`config.mk`:
```
export PLATFORM = sky130hd
export DESIGN_NAME = if_stage_latch_mq
export DESIGN_NICKNAME = d
export VERILOG_FILES = /design/src/rtl/if_pkg.sv /design/src/rtl/if_resp_fifo.sv /design/src/rtl/if_stage_latch_mq.sv
export SDC_FILE = /design/constraint.sdc
export NUM_CORES = 1
export LEC_CHECK = 0
export CORE_AREA = 2 2 163 165
export DETAILED_ROUTE_END_ITERATION = 10
export DIE_AREA = 0 0 165 167
export PLACE_DENSITY = 0.89
export SLEW_MARGIN = 0
export SYNTH_ARGS = -nofsm -noshare
export SYNTH_HDL_FRONTEND = slang
export SYNTH_HIERARCHICAL = 1
export SYNTH_SLANG_ARGS = --single-unit
```
`constraint.sdc`:
```
create_clock -name clk -period 16.5 [get_ports clk]
set_input_delay 2.475 -clock clk [delete_from_list [all_inputs] [get_ports clk]]
set_output_delay 2.475 -clock clk [all_outputs]
set_load 0.005 [all_outputs]
```
`src/rtl/if_pkg.sv`:
```
// ----------------------------------------------------------------------------
// if_pkg: definitions shared by the IF->ID stage latch and its response FIFO.
//   - IF_FLUSH macro: the stage is flushed by an exception or a branch redirect.
//   - lane_pld_t: layout of one 64-bit lane payload (field offsets).
//   - cancel_width(): counter width needed to hold 0..cancel_max.
// ----------------------------------------------------------------------------
`ifndef IF_PKG_SV
`define IF_PKG_SV

`define IF_FLUSH(excep, branch) ((excep) | (branch))

package if_pkg;

    // Lane payload layout, LSB first: pc[31:0], excep_en[32], excep_type[38:33].
    typedef struct packed {
        logic [24:0] rsvd;
        logic [5:0]  excep_type;
        logic        excep_en;
        logic [31:0] pc;
    } lane_pld_t;

    localparam int LANE_PC_LSB         = 0;
    localparam int LANE_EXCEP_EN_BIT   = 32;
    localparam int LANE_EXCEP_TYPE_LSB = 33;

    function automatic int cancel_width(input int cancel_max);
        return $clog2(cancel_max + 1);
    endfunction

endpackage

`endif

```
`src/rtl/if_resp_fifo.sv`:
```
// ----------------------------------------------------------------------------
// if_resp_fifo: small FIFO holding instruction-RAM responses while IF stalls.
//   clk, rst_n   clock, synchronous active-low reset
//   push, wdata  write request (dropped and flagged when full without a pop)
//   pop          consume head; ignored when empty or during flush
//   flush        empty the FIFO; a pop in the same cycle is ignored
//   rdata        head entry, combinational
//   empty, full  occupancy flags derived from pointers with an extra MSB
//   ovf_err      sticky overflow flag, cleared only by reset
// ----------------------------------------------------------------------------
module if_resp_fifo
    import if_pkg::*;
#(
    parameter int DEPTH = 2,
    parameter int W     = 65
) (
    input  logic         clk,
    input  logic         rst_n,
    input  logic         push,
    input  logic [W-1:0] wdata,
    input  logic         pop,
    input  logic         flush,
    output logic [W-1:0] rdata,
    output logic         empty,
    output logic         full,
    output logic         ovf_err
);

    localparam int AW = $clog2(DEPTH);

    logic [W-1:0] mem [DEPTH];
    logic [AW:0]  wr_ptr;
    logic [AW:0]  rd_ptr;
    logic         do_push;
    logic         do_pop;

    assign empty = (wr_ptr == rd_ptr);
    assign full  = (wr_ptr[AW] != rd_ptr[AW]) && (wr_ptr[AW-1:0] == rd_ptr[AW-1:0]);
    assign rdata = mem[rd_ptr[AW-1:0]];

    assign do_pop  = pop & ~empty & ~flush;
    // When full, a simultaneous pop frees the slot being written this edge.
    assign do_push = push & ~flush & (~full | do_pop);

    always_ff @(posedge clk) begin
        if (!rst_n) begin
            wr_ptr  <= '0;
            rd_ptr  <= '0;
            ovf_err <= 1'b0;
        end else if (flush) begin
            wr_ptr <= '0;
            rd_ptr <= '0;
        end else begin
            if (do_push) wr_ptr <= wr_ptr + (AW+1)'(1);
            if (do_pop)  rd_ptr <= rd_ptr + (AW+1)'(1);
            if (push && full && !do_pop) ovf_err <= 1'b1;
        end
    end

    // NOTE: storage has no reset; entries are only ever read behind a valid
    // pointer, so clearing them would add reset fan-out for nothing.
    always_ff @(posedge clk) begin
        if (do_push) mem[wr_ptr[AW-1:0]] <= wdata;
    end

endmodule

```
`src/rtl/if_stage_latch_mq.sv`:
```
// ----------------------------------------------------------------------------
// if_stage_latch_mq: IF->ID stage latch for an N-lane fetch pipeline.
//   clk, rst_n          clock, synchronous active-low reset
//   pre_valid_i         per-lane valid from pre-IF; lane0 gates the handshake
//   pre_lane_i          per-lane payload, lane k at [k*LANE_W +: LANE_W]
//   pre_common_i        payload shared by all lanes
//   ready_go_i          this stage has finished its work
//   next_allowin_i      decode queue can accept
//   allowin_o           this stage can accept from pre-IF
//   valid_o, lane_o,
//   common_o            registered stage contents
//   excep_flush_i,
//   branch_flush_i      flush sources
//   cancel_add_i        outstanding responses to kill, sampled on a flush
//   resp_valid_i,
//   resp_data_i         instruction RAM response
//   rbuf_pop_i          consume response FIFO head
//   rbuf_valid_o/data_o/full_o  response FIFO status and head
//   cancel_cnt_o/busy_o pending cancel count and non-zero flag
//   ovf_err_o           sticky response FIFO overflow
// ----------------------------------------------------------------------------
module if_stage_latch_mq
    import if_pkg::*;
#(
    parameter  int LANES      = 2,
    parameter  int LANE_W     = 64,
    parameter  int COMMON_W   = 8,
    parameter  int RDATA_W    = 65,
    parameter  int BUF_DEPTH  = 2,
    parameter  int CANCEL_MAX = 3,
    localparam int CANCEL_W   = cancel_width(CANCEL_MAX)
) (
    input  logic                      clk,
    input  logic                      rst_n,
    input  logic [LANES-1:0]          pre_valid_i,
    input  logic [LANES*LANE_W-1:0]   pre_lane_i,
    input  logic [COMMON_W-1:0]       pre_common_i,
    input  logic                      ready_go_i,
    input  logic                      next_allowin_i,
    output logic                      allowin_o,
    output logic [LANES-1:0]          valid_o,
    output logic [LANES*LANE_W-1:0]   lane_o,
    output logic [COMMON_W-1:0]       common_o,
    input  logic                      excep_flush_i,
    input  logic                      branch_flush_i,
    input  logic [CANCEL_W-1:0]       cancel_add_i,
    input  logic                      resp_valid_i,
    input  logic [RDATA_W-1:0]        resp_data_i,
    input  logic                      rbuf_pop_i,
    output logic                      rbuf_valid_o,
    output logic [RDATA_W-1:0]        rbuf_data_o,
    output logic                      rbuf_full_o,
    output logic [CANCEL_W-1:0]       cancel_cnt_o,
    output logic                      cancel_busy_o,
    output logic                      ovf_err_o
);

    logic                flush;
    logic                load;
    logic                resp_push;
    logic                fifo_empty;
    logic [CANCEL_W-1:0] cnt_next;
    int                  cnt_sum;

    assign flush     = `IF_FLUSH(excep_flush_i, branch_flush_i);
    assign allowin_o = ~valid_o[0] | (ready_go_i & next_allowin_i);
    assign load      = allowin_o & pre_valid_i[0] & ~flush;

    // ---------------- stage register ----------------
    always_ff @(posedge clk) begin
        if (!rst_n) begin
            valid_o  <= '0;
            lane_o   <= '0;
            common_o <= '0;
        end else begin
            // Flush wins over a load arriving in the same cycle.
            if (flush)          valid_o <= '0;
            else if (allowin_o) valid_o <= pre_valid_i;
            if (load) begin
                lane_o   <= pre_lane_i;
                common_o <= pre_common_i;
            end
        end
    end

    // ---------------- cancel counter ----------------
    assign cancel_busy_o = (cancel_cnt_o != '0);

    // NOTE: cnt_sum is a temporary built up step by step within this block,
    // so blocking assignments are required; registers below use <=.
    always_comb begin
        // NOTE: every output of this block gets a value before any branch,
        // so no path can leave it unassigned and infer a latch.
        cnt_sum  = int'(cancel_cnt_o) - int'(resp_valid_i & cancel_busy_o);
        cnt_next = cancel_cnt_o;
        if (flush) cnt_sum = cnt_sum + int'(cancel_add_i);
        if (cnt_sum > CANCEL_MAX) cnt_next = CANCEL_W'(CANCEL_MAX);
        else if (cnt_sum < 0)     cnt_next = '0;
        else                      cnt_next = CANCEL_W'(cnt_sum);
    end

    always_ff @(posedge clk) begin
        if (!rst_n) cancel_cnt_o <= '0;
        else        cancel_cnt_o <= cnt_next;
    end

    // ---------------- response routing ----------------
    // Responses to requests killed by an earlier flush are swallowed while the
    // counter is non-zero; one arriving in the flush cycle itself is dropped too.
    assign resp_push = resp_valid_i & ~cancel_busy_o & ~flush;

    if_resp_fifo #(
        .DEPTH (BUF_DEPTH),
        .W     (RDATA_W)
    ) u_resp_fifo (
        .clk     (clk),
        .rst_n   (rst_n),
        .push    (resp_push),
        .wdata   (resp_data_i),
        .pop     (rbuf_pop_i),
        .flush   (flush),
        .rdata   (rbuf_data_o),
        .empty   (fifo_empty),
        .full    (rbuf_full_o),
        .ovf_err (ovf_err_o)
    );

    assign rbuf_valid_o = ~fifo_empty;

endmodule

```
==> results.yml, run 1 <==
route:
  wl_mm: 29.9
  drtPass1Iterations: 4
  num_vias: 7909
  via_per_inst: 4.81
  antenna_left: 0
  drt-initial-drc-count: 514
  wl_per_cell_um: 18.2
  post-route-drc-count: 0
yosys:
  syn_avg_cell_area_um2: 12.2
  synthCells: 876
  ys_dominant_reg_cell: "dfxtp_1"
  synth_top_cell_area_share: 0.365
  yosys-top-cells-area: "edfxtp_1 (37%), dfxtp_1 (27%), mux2i_1 (13%), nand2_1 (10%), mux2_2 (6.9%)"
  synthArstFlopShare: 0
  synth_edf_count: 130
  yosysMostFrequentCell: "nand2_1"
  synth_top_cell_by_area: "edfxtp_1"
  syn_nets: 1094
  syn_area_um2: 10700
  yosys_warnings: 6
  synth_cell_types: 37
  ys_ff_latch: 276
  ys_seq_area_frac: 0.639
  synth_common_cells: "nand2_1 (285), dfxtp_1 (146), mux2i_1 (138)"
critical_path:
  crit_chain: "clkdlybuf4s50_1 -> a21boi_2 -> inv_2 -> clkdlybuf4s50_1"
  cp-startpoint: "ready_go_i"
  cp_slowest_cell: "clkdlybuf4s50_1"
  reg2reg_from: "u_resp_fifo/rd_ptr[1]"
  r2r_slack_ns: 14.07
  critPathLaunchType: "input pin"
  crit_path_frequent_cell: "clkdlybuf4s50_1"
  r2r_cells: 4
  endpoint: "allowin_o"
  critical-path-max-stage-delay_ns: 0.45
  cp_data_arrival_time_ns: 3.61
  endpoint_kind: "output pin"
  worst-path-max-fanout: 3
  cp_data_required_time_ns: 14.03
  r2r_end: "u_resp_fifo/mem[1][22]"
  critPathKind: "in2out"
power_and_ir_drop:
  ir_drop_v: 0.0000874
  p_per_area_nw_per_um2: 99.6
  totalPowerFinal_mw: 1.61
  p_leak_nw: 5.68
cts:
  clockBufferDepth: 3
  postCtsHoldBufs: 0
  clk_latency_ns: 0.55
  post_cts_buffers: 0
  cts.sinks: 276
  cts_made_buffers: 29
  path_clk_slew_ns: 0.06
  h-tree-depth: 1
  cts_root_buf: "clkbuf_16"
  post_cts_resized: 0
  cts_tree: "done"
cells_and_area:
  final_nets: 1499
  layout-drive-gt1-share: 0.0920
  final-instance-count-excl-fill: 1645
  fin_area_um2: 16100
  nFillCells: 1923
  syn_to_final_growth_pct: 51.0
  final_util: 0.626
  seqCellArea_um2: 6830
  multi_input_area_um2: 3550
floorplanning:
  die_area_um2: 27600
  start_util: 0.415
  core_um2: 25800
  num_rows: 59
  die_y_um: 167
  pin_count: 423
  die_x_um: 165
sta:
  slew_headroom: 0.343
  worst_slew_pin_slew_ns: 0.986
  tns_ns: 0
  min_period_over_period: 0.369
  worst_hold_slack_ns: 0.456
  worst_slack_ns: 10.42
  fmax_ghz: 0.164
  slew_violations: 0
  rsz0062_at_grt: "false"
  fin_crit_ns: 6.08
  final-setup-viol-count: 0
  fin_skew_ns: 0.0170
  finalHoldViolCount: 0
grt:
  grt_max_degree: 104
  grt_pass1_wl_mm: 45.4
  grt_overflow: 0
  grt_pass1_vias: 8464
  antenna_found_initial: 6
  track_usage: 0.209
placement:
  placed_area_um2: 15100
  port_buffers: 422
  place_hpwl_mm: 20.8
  place_ws_ns: 10.41
  place_congestion: 0.802
  dp.cells: 1585
outcome:
  status: "finished clean"
worst_hold_path:
  hp-class: "reg2reg"
flow_run:
  max_cap_violations: 0
## where the power goes
group / total, mW / leakage [nW] / internal, mW / switching, mW
Sequential: 0.742 / 2.36 / 0.733 / 0.00815
Combinational: 0.181 / 2.85 / 0.108 / 0.0721
Clock: 0.684 / 0.478 / 0.416 / 0.267
Total: 1.61 / 5.68 / 1.26 / 0.348
## critical path, delay by kind of cell
kind	cells	cell delay (ns)
buffers and inverters	3	0.92
AO/OA/AOI/OAI	1	0.21
## cell usage in the layout, fill, tap and decap left out, types with 2 or more instances in the layout
master,n
a211oi_1,2
a21oi_1,3
a31oi_1,2
a32o_1,2
buf_4,7
bufinv_16,6
clkbuf_1,7
clkbuf_16,29
clkdlybuf4s50_1,421
clkinv_1,7
clkinv_2,2
dfxtp_1,145
diode_2,6
edfxtp_1,130
ha_1,4
inv_1,10
inv_6,2
mux2_2,65
mux2i_1,138
nand2_1,285
nand2b_1,4
nor2_1,7
nor2b_1,2
nor3b_1,2
## registers in the layout, summed over array words and instances (netlist names), named ones only
| signal | cells |
|---|---|
| cancel_cnt_o | 2 |
| u_resp_fifo/ovf_err | 1 |
| u_resp_fifo/rd_ptr | 2 |
| valid_o | 2 |
| u_resp_fifo/mem | 130 |
| u_resp_fifo/wr_ptr | 2 |
| common_o | 8 |
| lane_o | 128 |
## kinds of logic (layout without fill, tap and decap cells)
kind of cell    after synthesis  count (layout)  synth area share
other cells                   0               6                 0
mux                         203             203             0.198
xor+xnor                      2               2           0.00164
compound gates               15              15            0.0103
simple gates                309             309             0.113
flops                       276             276             0.639
buf+inv                      66             494            0.0314
fa+ha+maj                     5               5           0.00656
## final cells by class
type	instances	share of cell area
Sequential cell	276	0.423
Timing Repair Buffer	429	0.265
Multi-Input combinational cell	534	0.220
Clock buffer	36	0.0466
Tap cell	335	0.0260
Clock inverter	18	0.0150
Inverter	11	0.00256
Antenna cell	6	0.000931
## worst min path at each step
stage                     start           to  slack, ns  depth (start not counted)
floorplan            valid_o[1]   valid_o[1]       0.45                          2
global placement     valid_o[1]   valid_o[1]       0.44                          2
detailed placement   lane_o[96]   lane_o[96]       0.45                          2
CTS                 lane_o[125]  lane_o[125]       0.46                          2
global route         lane_o[21]   lane_o[21]       0.47                          2
finish              lane_o[125]  lane_o[125]       0.46                          2
## layer usage
metal  vias up  track usage  share of wire
li1       3804            -              -
met1      3682        0.217           0.36
met2       347        0.353           0.47
met3        76        0.110           0.14
met4         0       0.0851          0.035
met5         -            0              0
No activity file was read; power rests on OpenSTA's default activity.
==> run 2, diff against run 1 <==
- CORE_AREA: 2 2 163 165 -> not set
- CORE_UTILIZATION: not set -> 39
- DIE_AREA: 0 0 165 167 -> not set
- PLACE_DENSITY: 0.89 -> 0.88
- clock period: 16.5 -> 5.3 ns (I/O delays scaled with it)
==> run 2 against run 1 <==
Effect of this change: cell count is 0.30% higher; register-to-register slack lost 11 ns; sequential power rose to 3.1 times the previous value; die area is 1.8% higher; flip-flop and latch count unchanged; routed wire length down 3.5%; count of clock-buffer cells in the layout shrank 1; first-iteration DRC count fell by 13%; clock power increased to 3.0 times the previous value; largest power group unchanged.
==> results.yml, run 2 (same netlist as run 1, synthesis figures left out) <==
sta:
  min_period_over_period: 0.702
  worst_hold_slack_ns: 0.452
  slew_headroom: 0.217
  worst_slew_pin_slew_ns: 1.17
  finalHoldViolCount: 0
  fin_crit_ns: 3.72
  rsz0062_at_grt: "false"
  slew_violations: 0
  fin_skew_ns: 0.0143
  final-setup-viol-count: 0
  fmax_ghz: 0.269
  tns_ns: 0
grt:
  grt_overflow: 0
  track_usage: 0.196
  grt_pass1_vias: 7897
  grt_max_degree: 147
  antenna_found_initial: 6
  grt_pass1_wl_mm: 43.2
route:
  via_per_inst: 4.76
  post-route-drc-count: 0
  drtPass1Iterations: 4
  wl_per_cell_um: 17.5
  wl_mm: 28.8
  num_vias: 7862
  drt-initial-drc-count: 448
  antenna_left: 0
critical_path:
  worst-path-max-fanout: 47
  critPathKind: "reg2out"
  critPathLaunchType: "flip-flop"
  crit_chain: "buf_4 -> mux2_2 -> clkdlybuf4s50_1"
  endpoint_kind: "output pin"
  cp.buffers_inverters: 2
  path_delay_family: "flip-flops"
  cp_slowest_cell: "dfxtp_2"
  critical-path-max-stage-delay_ns: 1.08
  cp_data_required_time_ns: 4.51
  cp_data_arrival_time_ns: 2.92
power_and_ir_drop:
  ir_drop_v: 0.000240
  p_per_area_nw_per_um2: 305
  switchingPower_mw: 1.08
  p_leak_nw: 5.68
  seq_power_share: 0.469
  p_clk_frac: 0.417
  comb_power_share: 0.113
  p_sw_frac: 0.220
  p_int_mw: 3.84
placement:
  place_hpwl_mm: 20.0
  port_buffers: 422
  place_congestion: 0.803
cts:
  h-tree-depth: 1
  post_cts_buffers: 0
  cts_made_buffers: 29
  path_clk_slew_ns: 0.07
  clk_latency_ns: 0.53
  clockBufferDepth: 3
  cts_root_buf: "clkbuf_16"
  cts_tree: "done"
  post_cts_resized: 0
  cts.sinks: 276
  postCtsHoldBufs: 0
cells_and_area:
  final_common_cell: "clkdlybuf4s50_1"
  final_nets: 1500
  nFillCells: 2102
  mostFrequentLayoutCells: "clkdlybuf4s50_1 (421), nand2_1 (285), dfxtp_1 (145)"
  syn_to_final_growth_pct: 51.1
  final_util: 0.601
  layout-drive-gt1-share: 0.0975
  largest_reg_flops: 130
floorplanning:
  core_um2: 26900
  die_x_um: 168
  num_rows: 60
  start_util: 0.397
  die_area_um2: 28100
  die_y_um: 168
  pin_count: 423
flow_run:
  max_cap_violations: 0
worst_hold_path:
  hp-class: "reg2reg"
outcome:
  status: "finished clean"
==> run 2: cell types whose count changed in the layout (fill, tap and decap cells not counted), moves of 2 or more <==
| cell | change |
|---|---|
| buf_4 | -2 |
| clkbuf_1 | -3 |
| clkinvlp_4 | +3 |
| buf_12 | +3 |
| clkinv_1 | -5 |
| bufinv_16 | -2 |
==> run 2: stage by stage <==
step,cells,cell area [µm²],setup WS (ns),power (mW)
global placement,1592,15200,1.87,2.89
detailed placement,1592,15200,1.79,2.91
global route,1650,16100,1.47,5.10
finish,1650,16100,1.58,4.92
CTS,1644,16100,1.56,4.98
floorplan,876,10700,0.252,2.58
==> run 2: power by group through the flow <==
stage               Sequential, mW  Clock (mW)  Combinational (mW)
CTS                           2.31        2.11               0.563
global route                  2.32        2.18               0.608
finish                        2.31        2.05               0.558
detailed placement            2.36           0               0.556
floorplan                     2.36           0               0.223
global placement              2.35           0               0.540
==> run 2: worst reg2reg max path, delay by kind of cell, from the launching register on <==
kind / cells / cell delay (ns)
flip-flops: 1 / 0.32
AND/OR/NAND/NOR: 3 / 0.60
buffers and inverters: 2 / 0.56
AO/OA/AOI/OAI: 1 / 0.62
==> run 2: area by class of cell <==
type,count,area (µm²),area share
Inverter,11,41.3,0.00256
Clock buffer,35,759,0.0470
Timing Repair Buffer,430,4330,0.268
Sequential cell,276,6830,0.423
Multi-Input combinational cell,534,3550,0.220
Tap cell,341,427,0.0264
Clock inverter,17,201,0.0125
Antenna cell,6,15.0,0.000930
==> run 2: worst paths after layout <==
path,start,endpoint,slack [ns],cells after the start
min,valid_o[1],valid_o[1],0.45,2
max reg2reg,cancel_cnt_o[1],u_resp_fifo/mem[0][34],2.82,6
max,flip-flop,rbuf_data_o[31],1.58,3
min reg2reg,valid_o[1],valid_o[1],0.45,2
==> run 2: per-layer routing <==
layer | vias to the layer above | GRT usage | part of all wire
met1 | 3699 | 0.220 | 0.38
met4 | 0 | 0.0670 | 0.022
li1 | 3796 | - | -
met3 | 48 | 0.0858 | 0.11
met2 | 319 | 0.330 | 0.48
met5 | - | 0 | 0
